## src/rtl/fifo_arb_pkg.sv

```systemverilog
// Shared types for the FIFO write-port arbiter: FSM state encoding and the
// pointer-width helper used to size requester indices.
package fifo_arb_pkg;

  typedef enum logic {
    IDLE  = 1'b0,
    GRANT = 1'b1
  } state_t;

  // A single requester still needs a 1-bit index, so never return zero.
  function automatic int ptr_w(input int n);
    return (n > 1) ? $clog2(n) : 1;
  endfunction

endpackage

```

## src/rtl/rr_pick.sv

```systemverilog
// Combinational round-robin picker: returns the first asserted request at or
// after 'start', wrapping past NUM_REQ-1 back to 0.
module rr_pick
  import fifo_arb_pkg::*;
#(
  parameter  int NUM_REQ = 4,
  localparam int PTR_W   = ptr_w(NUM_REQ)
) (
  input  logic [NUM_REQ-1:0] req,
  input  logic [PTR_W-1:0]   start,
  output logic [PTR_W-1:0]   grant,
  output logic               any
);

  logic [PTR_W-1:0] low_idx;
  logic [PTR_W-1:0] high_idx;
  logic             high_found;

  // NOTE: every signal written here gets a default first, so no path can
  // leave a value unassigned and infer a latch.
  always_comb begin
    low_idx    = '0;
    high_idx   = '0;
    high_found = 1'b0;
    any        = 1'b0;
    // Scan downwards so the lowest matching index is the one that sticks.
    for (int i = NUM_REQ - 1; i >= 0; i--) begin
      if (req[i]) begin
        any     = 1'b1;
        low_idx = PTR_W'(i);
        if (i >= int'(start)) begin
          high_found = 1'b1;
          high_idx   = PTR_W'(i);
        end
      end
    end
    grant = high_found ? high_idx : low_idx;
  end

endmodule

```

## src/rtl/fifo_wr_arbiter.sv

```systemverilog
// Round-robin arbiter sharing one FIFO write port among NUM_REQ requesters.
// Define FIFO_ARB_BURST_EN to let an owner keep the grant for BURST_LEN beats.
module fifo_wr_arbiter
  import fifo_arb_pkg::*;
#(
  parameter  int NUM_REQ   = 4,
  parameter  int FW        = 8,
  parameter  int BURST_LEN = 4,
  parameter  int CNT_W     = 16,
  localparam int PTR_W     = ptr_w(NUM_REQ)
) (
  input  logic                  w_clk,
  input  logic                  rst_n,
  input  logic [NUM_REQ-1:0]    req,
  input  logic [NUM_REQ*FW-1:0] req_data,
  output logic [NUM_REQ-1:0]    ack,
  input  logic                  fifo_full,
  input  logic                  fifo_overflow,
  output logic                  fifo_wr,
  output logic [FW-1:0]         fifo_wdata,
  output logic [PTR_W-1:0]      owner,
  output logic                  busy,
  output logic [CNT_W-1:0]      wr_count,
  output logic                  ovf_err
);

  if (NUM_REQ < 2 || NUM_REQ > 8 || BURST_LEN < 1) begin : g_param_err
    $error("fifo_wr_arbiter: unsupported NUM_REQ or BURST_LEN");
  end

  state_t           state;
  logic [PTR_W-1:0] last;
  logic [PTR_W-1:0] pick_start;
  logic [PTR_W-1:0] pick;
  logic             pick_any;
  logic             fire;
  logic             rotate;

  function automatic logic [PTR_W-1:0] next_idx(input logic [PTR_W-1:0] p);
    return (int'(p) == NUM_REQ - 1) ? '0 : p + PTR_W'(1);
  endfunction

  // From IDLE the search resumes after the last writer; inside a grant it
  // resumes after the current owner.
  assign pick_start = (state == IDLE) ? next_idx(last) : next_idx(owner);

  rr_pick #(.NUM_REQ(NUM_REQ)) u_pick (
    .req   (req),
    .start (pick_start),
    .grant (pick),
    .any   (pick_any)
  );

  // Write strobe, ack and data are combinational from the registered state so
  // a full FIFO blocks the write in the very cycle it is seen.
  assign fire       = (state == GRANT) && req[owner] && !fifo_full;
  assign fifo_wr    = fire;
  assign ack        = fire ? (NUM_REQ'(1) << owner) : '0;
  assign fifo_wdata = req_data[int'(owner)*FW +: FW];
  assign busy       = (state == GRANT);

`ifdef FIFO_ARB_BURST_EN
  localparam int BEAT_W = $clog2(BURST_LEN + 1);
  logic [BEAT_W-1:0] beat;

  assign rotate = (beat == BEAT_W'(BURST_LEN - 1));

  always_ff @(posedge w_clk or negedge rst_n) begin
    if (!rst_n) begin
      beat <= '0;
    end else if (state == GRANT) begin
      if (fire) begin
        beat <= rotate ? '0 : beat + BEAT_W'(1);
      end else if (!req[owner]) begin
        beat <= '0;
      end
    end
  end
`else
  assign rotate = 1'b1;
`endif

  // NOTE: sequential state uses non-blocking assignments only, so every
  // register samples pre-edge values regardless of statement order.
  always_ff @(posedge w_clk or negedge rst_n) begin
    if (!rst_n) begin
      state    <= IDLE;
      owner    <= '0;
      last     <= PTR_W'(NUM_REQ - 1);
      wr_count <= '0;
      ovf_err  <= 1'b0;
    end else begin
      if (fifo_overflow) ovf_err <= 1'b1;
      if (fire) wr_count <= wr_count + CNT_W'(1);

      case (state)
        IDLE: begin
          if (pick_any) begin
            owner <= pick;
            state <= GRANT;
          end
        end
        GRANT: begin
          if (fire) begin
            last <= owner;
            if (rotate) owner <= pick;
          end else if (!req[owner]) begin
            if (pick_any) owner <= pick;
            else          state <= IDLE;
          end
          // req[owner] with fifo_full: stall, hold everything.
        end
        default: state <= IDLE;
      endcase
    end
  end

endmodule

```

## config.mk

```make
export PLATFORM = sky130hd
export DESIGN_NAME = fifo_wr_arbiter
export DESIGN_NICKNAME = d
export VERILOG_FILES = /design/src/rtl/fifo_arb_pkg.sv /design/src/rtl/rr_pick.sv /design/src/rtl/fifo_wr_arbiter.sv
export SDC_FILE = /design/constraint.sdc
export NUM_CORES = 1
export LEC_CHECK = 0
export ABC_AREA = 1
export CAP_MARGIN = 20
export CORE_MARGIN = 2
export CORE_UTILIZATION = 38
export DETAILED_ROUTE_END_ITERATION = 16
export PLACE_DENSITY_LB_ADDON = 0.12
export SKIP_CTS_REPAIR_TIMING = 1
export SYNTH_ARGS = -nofsm -noshare
export SYNTH_HDL_FRONTEND = slang
export SYNTH_SLANG_ARGS = --single-unit
export TNS_END_PERCENT = 5
```

## constraint.sdc

```tcl
create_clock -name w_clk -period 2 [get_ports w_clk]
set_input_delay 0.4 -clock w_clk [delete_from_list [all_inputs] [get_ports w_clk]]
set_output_delay 0.4 -clock w_clk [all_outputs]
set_load 0.03 [all_outputs]
```

==> metrics.txt <==
# TYPE chip_impl_metric gauge
chip_impl_info{name="outcome",value="complete, no violations"} 1
chip_impl_metric{name="clock_group_share_of_total_power",unit="%"} 10.8
chip_impl_metric{name="grt-ovfl-total",unit=""} 0
chip_impl_metric{name="synth_cell_type_count",unit=""} 30
chip_impl_metric{name="cp_max_fo",unit=""} 5
chip_impl_metric{name="p_leak",unit="nW"} 1.146
chip_impl_metric{name="cp_data_required_time",unit="ns"} 1.60
chip_impl_metric{name="routed_wirelength",unit="mm"} 4.411
chip_impl_metric{name="seqPwrFrac",unit="%"} 21.7
chip_impl_info{name="clock-root-buffer",value="clkbuf_8"} 1
chip_impl_metric{name="floorplan_row_count",unit=""} 23
chip_impl_metric{name="layout.nets",unit=""} 358
chip_impl_metric{name="ys_seq_elements",unit=""} 22
chip_impl_metric{name="postRouteAntennaNets",unit=""} 0
chip_impl_metric{name="antenna_found_initial",unit=""} 0
chip_impl_metric{name="cts.reportedPaths.clkPinSlew",unit="ns"} 0.08
chip_impl_metric{name="worstSkewPairLatency",unit="ns"} 0.27
chip_impl_metric{name="synthesis.area_per_instance",unit="um^2"} 7.107
chip_impl_metric{name="slew_viol_final",unit=""} 0
chip_impl_metric{name="netSwitchingPower",unit="mW"} 1.467
chip_impl_info{name="path_class",value="reg -> out"} 1
chip_impl_metric{name="share_of_synthesized_area_occupied_by_flip_flops_and_latches",unit="%"} 34.59
chip_impl_metric{name="diodes",unit=""} 0
chip_impl_info{name="worstReg2RegEnd",value="owner[0]"} 1
chip_impl_metric{name="final.hold.worst_slack",unit="ns"} 0.4729
chip_impl_metric{name="post_dr_wirelength_cell",unit="um"} 12.22
chip_impl_metric{name="internal_power_component",unit="mW"} 1.547
chip_impl_metric{name="io_buffers",unit=""} 72
chip_impl_info{name="worstSetupEndpointType",value="output port"} 1
chip_impl_metric{name="drc",unit=""} 0
chip_impl_metric{name="cp_data_arrival_time",unit="ns"} 1.56
chip_impl_info{name="critical_path.cell_chain",value="buf_4, clkdlybuf4s50_1"} 1
chip_impl_metric{name="combined_area_of_all_synthesized_cells",unit="mm^2"} 0.001599
chip_impl_metric{name="viasPerCell",unit=""} 4.873
chip_impl_info{name="clock_tree_from_tritoncts",value="done"} 1
chip_impl_metric{name="coreArea",unit="mm^2"} 0.004029
chip_impl_metric{name="synth.yosys.warnings",unit=""} 0
chip_impl_metric{name="post_synth_inst_count",unit=""} 225
chip_impl_metric{name="power_frac_comb",unit="%"} 67.5
chip_impl_metric{name="post_layout_nonfiller_instances",unit=""} 361
chip_impl_metric{name="die_area",unit="mm^2"} 0.004743
chip_impl_metric{name="syn-num-nets",unit=""} 271
chip_impl_metric{name="grt_pass1_wl",unit="mm"} 6.948
chip_impl_info{name="critical_path.startpoint_type",value="flip-flop"} 1
chip_impl_metric{name="min_period",unit="ns"} 1.963
chip_impl_metric{name="clkSinkCount",unit=""} 22
chip_impl_info{name="timing.critical_path.from",value="owner[1]"} 1
chip_impl_metric{name="cts_made_buffers",unit=""} 3
chip_impl_metric{name="worst-r2r-setup-slack",unit="ns"} 0.35
chip_impl_metric{name="grt_util_all_layers",unit="%"} 19.67
chip_impl_metric{name="final-hold-violation-count",unit=""} 0
chip_impl_metric{name="r2r.worst_path.cells",unit=""} 10
chip_impl_info{name="netlist.top_cell.by_area",value="dfrtp_1"} 1
chip_impl_metric{name="place_congestion",unit=""} 0.8655
chip_impl_info{name="synth.area.top_cells",value="dfrtp_1 31%, nand2_1 12%, nor2_1 8.7%, o21ai_0 8.1%, inv_1 5.2%"} 1
chip_impl_metric{name="max-clock-path-buffers",unit=""} 2
chip_impl_metric{name="detailed_placement_hpwl",unit="mm"} 3.438
chip_impl_metric{name="syn_to_final_growth",unit="%"} 57.75
chip_impl_metric{name="timing.final.setup_violations",unit=""} 0
chip_impl_metric{name="vdd_ir_drop_max",unit="mV"} 0.4459
chip_impl_metric{name="design.portCount",unit=""} 73
chip_impl_info{name="final_cell_mix",value="58 x clkdlybuf4s50_1, 53 x nand2_1, 35 x nor2_1, 29 x buf_4, 26 x o21ai_0"} 1
chip_impl_metric{name="floorplan.die.height",unit="um"} 68.87
chip_impl_info{name="critical_path.slowest_cell",value="clkdlybuf4s50_1"} 1
chip_impl_info{name="final_common_cell",value="clkdlybuf4s50_1"} 1
chip_impl_metric{name="tightestPinTransition",unit="ns"} 0.3278
chip_impl_metric{name="dieWidth",unit="um"} 68.87
chip_impl_metric{name="post-place-cells",unit=""} 355
chip_impl_metric{name="worst_relative_slew_slack",unit="%"} 77.98
chip_impl_metric{name="drt_iter0_markers",unit=""} 48
chip_impl_info{name="holdCritPathClass",value="reg -> reg"} 1
chip_impl_metric{name="switching_share",unit="%"} 48.66
chip_impl_metric{name="timing.clock.skew",unit="ns"} 0.001340
chip_impl_metric{name="fmaxAchievable",unit="GHz"} 0.5093
chip_impl_metric{name="number_of_global_route_vias_before_repair",unit=""} 1533
chip_impl_metric{name="htree_levels",unit=""} 1
chip_impl_metric{name="final_layout_size_suffix_gt1_share",unit="%"} 16.40
chip_impl_metric{name="slowest_delay",unit="ns"} 0.69
chip_impl_metric{name="vias",unit=""} 1759
chip_impl_metric{name="min_period_over_period",unit="%"} 98.17
chip_impl_metric{name="cap_violations",unit=""} 0
chip_impl_info{name="setup.worst_path.end",value="owner[1]"} 1
chip_impl_metric{name="maximum_number_of_pins_on_one_net_before_global_route_repair",unit=""} 23
chip_impl_metric{name="power_per_cell_area",unit="mW/mm^2"} 1195
chip_impl_info{name="regToRegStartpoint",value="owner[1]"} 1
chip_impl_metric{name="synth_top_area_share",unit="%"} 31.30
chip_impl_metric{name="floorplan.initialDensity",unit="%"} 39.69
chip_impl_metric{name="drt-pass1-iter-count",unit=""} 4
==> cell usage after synthesis <==
master and count:
nand4_2 1, nand2_1 53, nor2_1 37, buf_2 3
a31oi_1 1, nand3_1 7, dfrtp_1 20, nor2_2 1
nor3_1 6, o22ai_1 8, nand4_1 1, xnor2_1 5
inv_1 22, nand3_2 3, nand2_4 1, nand3_4 1
nor2_8 1, nand2_2 1, dfstp_2 2, a21oi_1 2
or2_2 1, a21boi_0 2, clkbuf_1 3, buf_4 1
and2_1 1, nor2_4 1, o21ai_1 2, o21ai_0 26
ha_1 6, xor2_1 6
==> registers in the layout (all words and copies together) (netlist names) <==
name / count
last: 2
busy: 1
wr_count: 16
ovf_err: 1
owner: 2
==> how the worst min path moves through the flow <==
stage                     cells after the start  endpoint  slack [ns]     from
after floorplan                               0      busy        0.10    rst_n
after global placement                        1   ovf_err        0.45  ovf_err
after detailed placement                      1   ovf_err        0.45  ovf_err
after CTS                                     1   ovf_err        0.47  ovf_err
after global routing                          1   ovf_err        0.50  ovf_err
final                                         1   ovf_err        0.47  ovf_err
==> power by group through the flow <==
stage          sequential [mW]  clock (mW)  combinational (mW)
2_1_floorplan            0.801           0                1.11
3_3_place_gp             0.654           0                1.97
3_5_place_dp             0.658           0                1.99
4_1_cts                  0.650       0.336                1.99
5_1_grt                  0.677       0.354                2.23
6_report                 0.655       0.326                2.03
==> metal layers <==
| metal | up-vias | track usage, % | routed length (um) |
|---|---|---|---|
| li1 | 900 | - | - |
| met1 | 795 | 25.48 | 1988 |
| met2 | 55 | 31.37 | 1996 |
| met3 | 9 | 4.870 | 344 |
| met4 | 0 | 7.843 | 80 |
| met5 | - | 0 | 0 |
==> final cells by class <==
class	count	area [um^2]
repair buffers	89	822.0
well taps	50	62.56
multi-input cells	174	943.4
clock buffers	4	55.05
inverters	22	86.33
flip-flops and latches	22	553.0
fillers	384	1506
==> per-stage QoR <==
step                      instance area (um^2)  power [mW]  utilization, %  TNS (ns)  setup slack (ns)
after CTS                                 2489       2.979           61.77         0           0.03036
after global routing                      2522       3.257           62.61  -0.01042          -0.01042
final                                     2522       3.014           62.61         0           0.03664
after detailed placement                  2434       2.646           60.40         0           0.06408
after floorplan                           1604       1.911               -    -1.195           -0.1352
after global placement                    2434       2.627           60.40         0           0.07764
==> critical path, delay by kind of cell, from the launching register on <==
kind | cells | cell delay, ns
flops | 1 | 0.43
buf+inv | 2 | 0.87
==> kinds of logic after synthesis <==
logic type / after synthesis / synth area share, %
buf+inv: 29 / 7.277
flops: 22 / 34.59
compound gates: 41 / 13.85
xor+xnor: 11 / 6.025
simple gates: 116 / 33.57
fa+ha+maj: 6 / 4.695
(Power assumes the default switching activity.)
==> patch (config.mk and constraints unchanged) <==
`NUM_REQ` is set to 4 in 2 places; all go to 5.
--- a/src/rtl/rr_pick.sv
+++ b/src/rtl/rr_pick.sv
@@ -5,3 +5,3 @@
 #(
-  parameter  int NUM_REQ = 4,
+  parameter  int NUM_REQ = 5,
   localparam int PTR_W   = ptr_w(NUM_REQ)
--- a/src/rtl/fifo_wr_arbiter.sv
+++ b/src/rtl/fifo_wr_arbiter.sv
@@ -5,3 +5,3 @@
 #(
-  parameter  int NUM_REQ   = 4,
+  parameter  int NUM_REQ   = 5,
   parameter  int FW        = 8,
Interface: changed (resized ack, owner, req and req_data); port bits go from 73 to 84. No check against the original RTL was run, so the function may have changed too.
==> patch against the original RTL <==
  * The flow now finishes with violations (setup timing)
  * Clock power rose by 32%
  * Final area is 28% higher
  * Wire length rose by 33%
  * Hold slack worse by 42 ps
  * Critical endpoint is now ack[4]
  * Utilization grew 1.2 points
  * Sequential cell count grew 2
  * Via count up 24%
  * Area after synthesis is 23% higher
  * Setup slack worse by 220 ps
  * Power is 49% higher
  * Largest cell class unchanged
==> patch: results (changes against the original RTL) <==
Status
  – Status: complete, but fails checks
  – Failing checks: setup timing

Drt
  – Detailed-route via count: 2188 (+24%)
  – DRC violations left: 0 (unchanged)
  – DR WL/cell: 13.0 um (+6.6%)
  – DRT Pass-1 Iters: 4 (unchanged)
  – Iteration-0 DRC Markers: 82 (+71%)

Final layout
  – N_diodes: 0 (unchanged)
  – Biggest regs: wr_count: 16 flops, last: 3 flops, owner: 3 flops
  – Final nets: 437 (+22%)
  – Proportion of layout cells with a drive suffix above 1: 22.4% (+6.0 points)

Critical path
  – Flop2flop setup slack: 20 ps (-330 ps)
  – Worst Setup SP: owner[0]
  – Critical path peak fanout: 6 (+1)
  – Worst r2r dst: owner[2]
  – Data arrival, critical path: 1790 ps (+230 ps)
  – Worst Setup EP: ack[4]

Logic synthesis
  – Register area share after synthesis: 30.7% (-3.9 points)
  – Synth cell count leaders: 79 x nand2_1, 30 x nor2_1, 23 x dfrtp_1
  – Top cells by area, synth: dfrtp_1 29%, nand2_1 15%, nor2_1 5.7%
  – Synth unique cells: 35 (+17%)
  – Post-synth ARST share: 100% (unchanged)
  – Syn nets: 331 (+22%)

CTS
  – Root Buffer: clkbuf_8
  – Clock transition at path regs: 100 ps (+20 ps)
  – H-tree levels: 1 (unchanged)

GRT
  – Largest net degree at the start of global routing: 18 (-22%)
  – Tot GR Track Use: 20.1% (+0.47 points)
  – Vias in the first global route: 1972 (+29%)
  – First-pass GRT wire length: 8.96 mm (+29%)

Timing
  – Skew final: 13.4 ps (+12.1 ps)
  – Worst setup margin: -186 ps (-223 ps)
  – Final count of negative-setup-slack endpoints: 13 (+13)
  – Least-Margin Pin Slew: 446 ps (+118 ps)

Placement
  – Port bufs: 83 (+15%)
  – DPL Wire Length: 4.74 mm (+38%)
  – GP Congestion: 0.970 (+12%)
  – DP Area: 3040 um^2 (+25%)

Power and ir drop
  – P_leak: 1.45 nW (+27%)
  – Maximum VDD drop: 0.000799 V (+79%)

Worst hold path
  – HP Class: in -> async
==> patch: logic make-up (layout without fill, tap and decap cells) <==
family	Yosys count	count (layout)	synth area share [%]
adder cells (fa/ha/maj)	8	8	5.11
buffers and inverters	29	134	7.34
AO/OA/AOI/OAI	48	48	15.2
AND/OR/NAND/NOR	151	151	35.4
XOR/XNOR	14	14	6.26
flip-flops	24	24	30.7
==> patch: worst min-delay path by stage <==
stage	start	to	slack [ps]
CTS	rst_n	wr_count[6]	450
global route	rst_n	wr_count[6]	460
floorplan	rst_n	busy	100
finish	rst_n	wr_count[6]	430
global placement	ovf_err	ovf_err	450
detailed placement	ovf_err	ovf_err	470
==> patch: per-stage QoR <==
step	power, W	TNS, ps	instances	util, %	setup slack [ps]
final	0.00450	-1660	449	63.8	-186
after global routing	0.00485	-3230	449	63.8	-285
after CTS	0.00434	-2290	447	61.8	-235
after detailed placement	0.00390	-498	443	60.3	-92.0
after global placement	0.00387	-383	443	60.3	-73.3
after floorplan	0.00277	-261	274	-	-40.6
==> patch: worst max-delay path, cell delays in order, from the launching register on <==
cell	delay, ps
dfrtp_2	470
buf_6	150
nor2_4	90
nand2_2	80
a21oi_4	180
nand2_4	90
nor2_8	160
inv_6	80
nor2_4	90
buf_6	140
==> patch: power breakdown <==
group          switching [W]  internal, W  leakage, nW
Combinational        0.00188      0.00139         1.12
Clock               0.000163     0.000268       0.0357
Sequential          0.000161     0.000631        0.297
Total                0.00221      0.00229         1.45
==> patch: layout make-up <==
cell class                 instances  area (um^2)
clock buffer                       3         41.3
fill                             471         1820
timing repair buffer             110         1070
inverter                          20         83.8
sequential                        24          606
clock inverter                     1         30.0
multi-input combinational        221         1300
tap                               70         87.6
==> patch: routing by layer <==
layer  GRT usage, %  up-vias  share of wire, %
met5              0        -                 0
met2           36.7       43                53
met3           1.85        4               2.9
met1           25.5     1012                43
li1               -     1129                 -
met4           4.87        0              0.97
